File: config.mk
export PLATFORM = sky130hd
export DESIGN_NAME = mips_instr_encoder
export DESIGN_NICKNAME = d
export VERILOG_FILES = /design/src/rtl/mips_instr_encoder.sv
export SDC_FILE = /design/constraint.sdc
export NUM_CORES = 1
export LEC_CHECK = 0
export BUFFER_PORTS_ARGS = -buffer_cell sky130_fd_sc_hd__buf_2
export CAP_MARGIN = 20
export CORE_ASPECT_RATIO = 1.1
export CORE_MARGIN = 5
export CORE_UTILIZATION = 45
export DETAILED_ROUTE_END_ITERATION = 10
export MAX_ROUTING_LAYER = met4
export PLACE_DENSITY = 0.73
export SYNTH_ARGS = -nofsm -noshare
export SYNTH_HDL_FRONTEND = slang
export SYNTH_SLANG_ARGS = --single-unit
File: constraint.sdc
create_clock -name clk -period 3.7 [get_ports clk]
set_input_delay 0.185 -clock clk [delete_from_list [all_inputs] [get_ports clk]]
set_output_delay 0.185 -clock clk [all_outputs]
set_load 0.05 [all_outputs]
File: src/rtl/mips_instr_encoder.sv
// rtl/mips_instr_encoder.sv - packs symbolic MIPS instructions into 32-bit words and loads them into instruction memory
//
// Ports:
//   clk, rst          rising-edge clock; synchronous active-low reset
//   start             one-cycle pulse that restarts a load session
//   in_valid/in_ready instruction handshake; in_last marks the final instruction
//   op_sel, rs, rt, rd, imm  symbolic instruction fields
//   imem_we/imem_addr/imem_wdata  registered instruction memory write port
//   count             words written this session
//   err               sticky flag: an invalid op_sel was accepted
//   full              memory capacity reached
//   prog_done         program load complete
//
// Optional feature: define HALT_APPEND_EN to append a halt word (32'hFC00_0000)
// after the final instruction.
module mips_instr_encoder #(
  parameter int                ADDR_W    = 8,
  parameter logic [ADDR_W-1:0] BASE_ADDR = '0
) (
  input  logic              clk,
  input  logic              rst,
  input  logic              start,
  input  logic              in_valid,
  output logic              in_ready,
  input  logic              in_last,
  input  logic [3:0]        op_sel,
  input  logic [4:0]        rs,
  input  logic [4:0]        rt,
  input  logic [4:0]        rd,
  input  logic [15:0]       imm,
  output logic              imem_we,
  output logic [ADDR_W-1:0] imem_addr,
  output logic [31:0]       imem_wdata,
  output logic [ADDR_W:0]   count,
  output logic              err,
  output logic              full,
  output logic              prog_done
);

`ifdef HALT_APPEND_EN
  typedef enum logic [1:0] {S_LOAD = 2'd0, S_APPEND = 2'd1, S_DONE = 2'd2, S_FULL = 2'd3} state_t;
  localparam logic [31:0] HALT_WORD = 32'hFC00_0000;
`else
  typedef enum logic [1:0] {S_LOAD = 2'd0, S_DONE = 2'd2, S_FULL = 2'd3} state_t;
`endif

  localparam logic [ADDR_W:0]   CNT_ONE   = {{ADDR_W{1'b0}}, 1'b1};
  localparam logic [ADDR_W:0]   CNT_LAST  = {1'b0, {ADDR_W{1'b1}}};
  localparam logic [ADDR_W-1:0] PTR_ONE   = {{(ADDR_W-1){1'b0}}, 1'b1};

  state_t            state;
  logic [ADDR_W-1:0] ptr;
  logic [31:0]       word;
  logic              enc_valid;
  logic              xfer;
  logic              last_slot;

  always_comb begin
    enc_valid = 1'b1;
    word      = 32'h0;
    case (op_sel)
      4'd0: word = {6'h00, rs, rt, rd, 5'b0, 6'h20};
      4'd1: word = {6'h00, rs, rt, rd, 5'b0, 6'h22};
      4'd2: word = {6'h00, rs, rt, rd, 5'b0, 6'h24};
      4'd3: word = {6'h00, rs, rt, rd, 5'b0, 6'h25};
      4'd4: word = {6'h00, rs, rt, rd, 5'b0, 6'h2A};
      4'd5: word = {6'h08, rs, rt, imm};
      4'd6: word = {6'h23, rs, rt, imm};
      4'd7: word = {6'h2B, rs, rt, imm};
      4'd8: word = {6'h04, rs, rt, imm};
      default: enc_valid = 1'b0;
    endcase
  end

  assign in_ready  = (state == S_LOAD) && !full;
  assign xfer      = in_valid && in_ready;
  // This transfer writes the final free word of memory.
  assign last_slot = enc_valid && (count == CNT_LAST);

  always_ff @(posedge clk) begin
    if (!rst) begin
      state      <= S_LOAD;
      ptr        <= BASE_ADDR;
      count      <= '0;
      imem_we    <= 1'b0;
      imem_addr  <= '0;
      imem_wdata <= 32'h0;
      err        <= 1'b0;
      full       <= 1'b0;
      prog_done  <= 1'b0;
    end else if (start) begin
      // start beats any simultaneous transfer, which is simply dropped
      state     <= S_LOAD;
      ptr       <= BASE_ADDR;
      count     <= '0;
      imem_we   <= 1'b0;
      err       <= 1'b0;
      full      <= 1'b0;
      prog_done <= 1'b0;
    end else begin
      imem_we <= 1'b0;
      case (state)
        S_LOAD: begin
          if (xfer) begin
            if (enc_valid) begin
              imem_we    <= 1'b1;
              imem_addr  <= ptr;
              imem_wdata <= word;
              ptr        <= ptr + PTR_ONE;
              count      <= count + CNT_ONE;
              if (last_slot) full <= 1'b1;
            end else begin
              err <= 1'b1;
            end
            if (in_last) begin
`ifdef HALT_APPEND_EN
              // no room left for the halt word: finish immediately
              if (last_slot) begin
                state     <= S_DONE;
                prog_done <= 1'b1;
              end else begin
                state <= S_APPEND;
              end
`else
              state     <= S_DONE;
              prog_done <= 1'b1;
`endif
            end else if (last_slot) begin
              state <= S_FULL;
            end
          end
        end
`ifdef HALT_APPEND_EN
        S_APPEND: begin
          imem_we    <= 1'b1;
          imem_addr  <= ptr;
          imem_wdata <= HALT_WORD;
          ptr        <= ptr + PTR_ONE;
          count      <= count + CNT_ONE;
          if (count == CNT_LAST) full <= 1'b1;
          prog_done  <= 1'b1;
          state      <= S_DONE;
        end
`endif
        default: ;
      endcase
    end
  end

endmodule
==> results.md <==
- Critical path arrival: 2.48 ns
- Final worst-path cycle share: 0.604
- Worst hold-check path type: in -> reg
- GRT overflow: 0
- Mapped Area: 2730 um2
- R2R setup slack: 1.46 ns
- Row cnt: 29
- Multiplexer share of the synthesized area: 0.0151
- Final setup TNS: 0 ns
- Fillers: 557
- Boundary Pins: 94
- Crit-path max FO: 23
- Synth Area in Compound Gates: 0.196
- Largest family of logic cells by synthesized area: simple AND/OR/NAND/NOR gates
- CTS Sinks: 60
- Post-Syn Nets: 364
- DRT iter0 DRCs: 132
- Pleak: 1.42 nW
- MaxCap Viol Count: 0
- CTS Buf Count: 9
- Global-route wire length before repair: 11.1 mm
- Area Overhead vs Synth: 24.3%
- Pwr/cell area: 442 nW/um2
- Vias post-DR: 2543
- Max stage delay cell, worst path: or4b_4
- Critical path, cell by cell: or4b_4 > nor3_4 > buf_4 > nand2_1 > a21boi_0
- GR Util All Layers: 0.180
- Final hold viol count: 0
- Sequential area share after synthesis: 0.440
- Final routed DRC violation total: 0
- Synth Register Bits: 60
- DP Area: 3180 um2
- Critical path class: reg -> reg
- Deepest clock path buffer count: 2
- Cell accounting for the most synthesized area: dfxtp_1
- H-tree lvl count: 3
- Post-synthesis xor/xnor area fraction: 0.0417
- GP Congestion: 0.836
- Drt pass-1 iters: 4
- Diodes inserted: 0
- # Post-CTS Setup Buffers: 0
- YS warnings: 0
- Post-synth top area share: 0.440
- Worst-skew pair later-pin latency: 0.33 ns
- Critical path required time: 3.95 ns
- Status: finished clean
- Post-synth EDFFs: 0
- Hold-fix buffers, CTS: 0
- Fmax: 0.447 GHz
- Synth async-reset ratio: 0
- Cts repair resizes: 0
- Die area: 7730 um2
- Routed wire per std cell: 13.6 um
- Worst IR drop on VDD: 0.000302 V
- Vias in the first global route: 2447
- Pin count of the biggest net entering global routing: 39
- Port Buffers: 92
- Die Y: 91.7 um
- Initial antenna violation count: 0
- Main flop type after synthesis: dfxtp_1
- Fin area: 3390 um2
- Worst Path Buf+Inv: 1
- Most common cell in the netlist: dfxtp_1
- Final net count: 445
- Clock transition at the registers of the reported paths: 0.06 ns
- ANT nets after route: 0
- Worst Setup End Kind: flip-flop
- Routed wire length: 6.56 mm
- Startpoint types: flip-flop
- Hold Crit Start: in_last
- Initial core utilization: 0.468
- Netlist cell types: 44
- Simple-gate share of the synthesized area: 0.241
- CTS tree: built
- Layout cells sized above 1: 0.297
- Critical path's top delay family: simple AND/OR/NAND/NOR gates
- Vias per cell: 5.25
- Syn Area/Cell: 8.51 um2
- Total power: 1.50 mW
- Post-Synth Adder-Cell Area: 0.0137
- Critical R2R Launch: state[1]$_SDFFE_PP0P_
- Die span in x: 84.3 um
- Rel. slew slack: 0.419
- Core Footprint: 5840 um2
- Final Skew: 0.00448 ns
- Slew Limit Fails: 0
- Crit path launch: state[1]$_SDFFE_PP0P_
- Final setup viols: 0
- Synth Instances: 321
- Area contributors post-synth: dfxtp_1 44%, a21boi_0 7.7%, nand2_1 7.6%
- Finished Core Util: 0.581
- Final HPWL DP: 4.65 mm
- Unrepaired setup endpoints after global routing: no
- Slew @ Worst Pin: 0.859 ns
- Crit path time final: 2.24 ns
- Root Driver: clkbuf_8
- Synth cell count leaders: 60 x dfxtp_1, 55 x nand2_1, 28 x a21boi_0
- Critical path's largest stage delay: 0.65 ns
==> registers in the layout, summed over array words and instances (netlist names) <==
register	flops
imem_we	1
full	1
imem_addr	8
err	1
prog_done	1
imem_wdata	29
ptr	8
state	2
count	9
==> through the flow <==
step | std cells | setup slack, ns | hold WS (ns)
6_report | 484 | 1.46 | 0.0675
5_1_grt | 484 | 1.29 | 0.0711
4_1_cts | 484 | 1.44 | 0.0550
3_5_place_dp | 468 | 1.47 | 0.418
3_3_place_gp | 468 | 1.54 | 0.406
2_1_floorplan | 321 | 1.69 | 0.282
==> logic make-up after synthesis <==
kind of cell / after synthesis
compound gates: 77
buf+inv: 27
other cells: 1
xor+xnor: 13
mux: 4
simple gates: 136
fa+ha+maj: 3
flops: 60
==> metal layers <==
layer,vias up,track usage,wire length [um]
met4,0,0.0831,117
met1,1176,0.207,2960
met5,-,-,0
li1,1277,-,-
met2,78,0.289,3040
met3,12,0.0511,452
==> worst register-to-register path, cell delays in order, from the launching register on <==
cell and delay, ns:
dfxtp_1 0.34, or4b_4 0.65, nor3_4 0.60, buf_4 0.32, nand2_1 0.07, a21boi_0 0.18
==> placed cells by master, fill, tap and decap left out, types with 2 or more instances in the layout <==
cell and n:
clkbuf_8 10, o211a_1 2, o22a_1 2, buf_2 92
dfxtp_1 60, xor2_1 2, a21oi_1 15, xnor2_1 11
inv_1 2, nor4_1 5, nand3_1 23, a21o_1 3
bufinv_16 2, mux2i_1 3, o21ai_0 10, clkinv_2 3
nand4_1 3, nor3_1 6, o31ai_1 2, a31oi_1 6
ha_1 3, buf_4 3, nor2b_1 9, nor2_1 24
nand2_1 55, a211oi_1 2, a21boi_0 28, o221a_2 3
==> final timing paths <==
check,to,cells past startpoint
setup reg to reg,imem_addr[5]$_SDFFE_PN0P_,5
setup / recovery,imem_addr[5]$_SDFFE_PN0P_,5
hold reg to reg,imem_wdata[8]$_SDFFE_PN0P_,2
hold / removal,state[0]$_SDFFE_PP0P_,2
==> power by group <==
part	total, mW	switching (mW)	internal, mW
clock network	0.644	0.250	0.394
registers	0.669	0.00845	0.661
logic	0.186	0.127	0.0595
==> area by class of cell <==
cell class | count | area (um2) | area share
clock inverter | 5 | 75.1 | 0.0221
clock buffer | 11 | 141 | 0.0417
sequential | 60 | 1200 | 0.354
timing repair buffer | 95 | 483 | 0.142
inverter | 2 | 7.51 | 0.00221
tap | 77 | 96.3 | 0.0284
multi-input combinational | 234 | 1390 | 0.410
(Power assumes the default switching activity.)
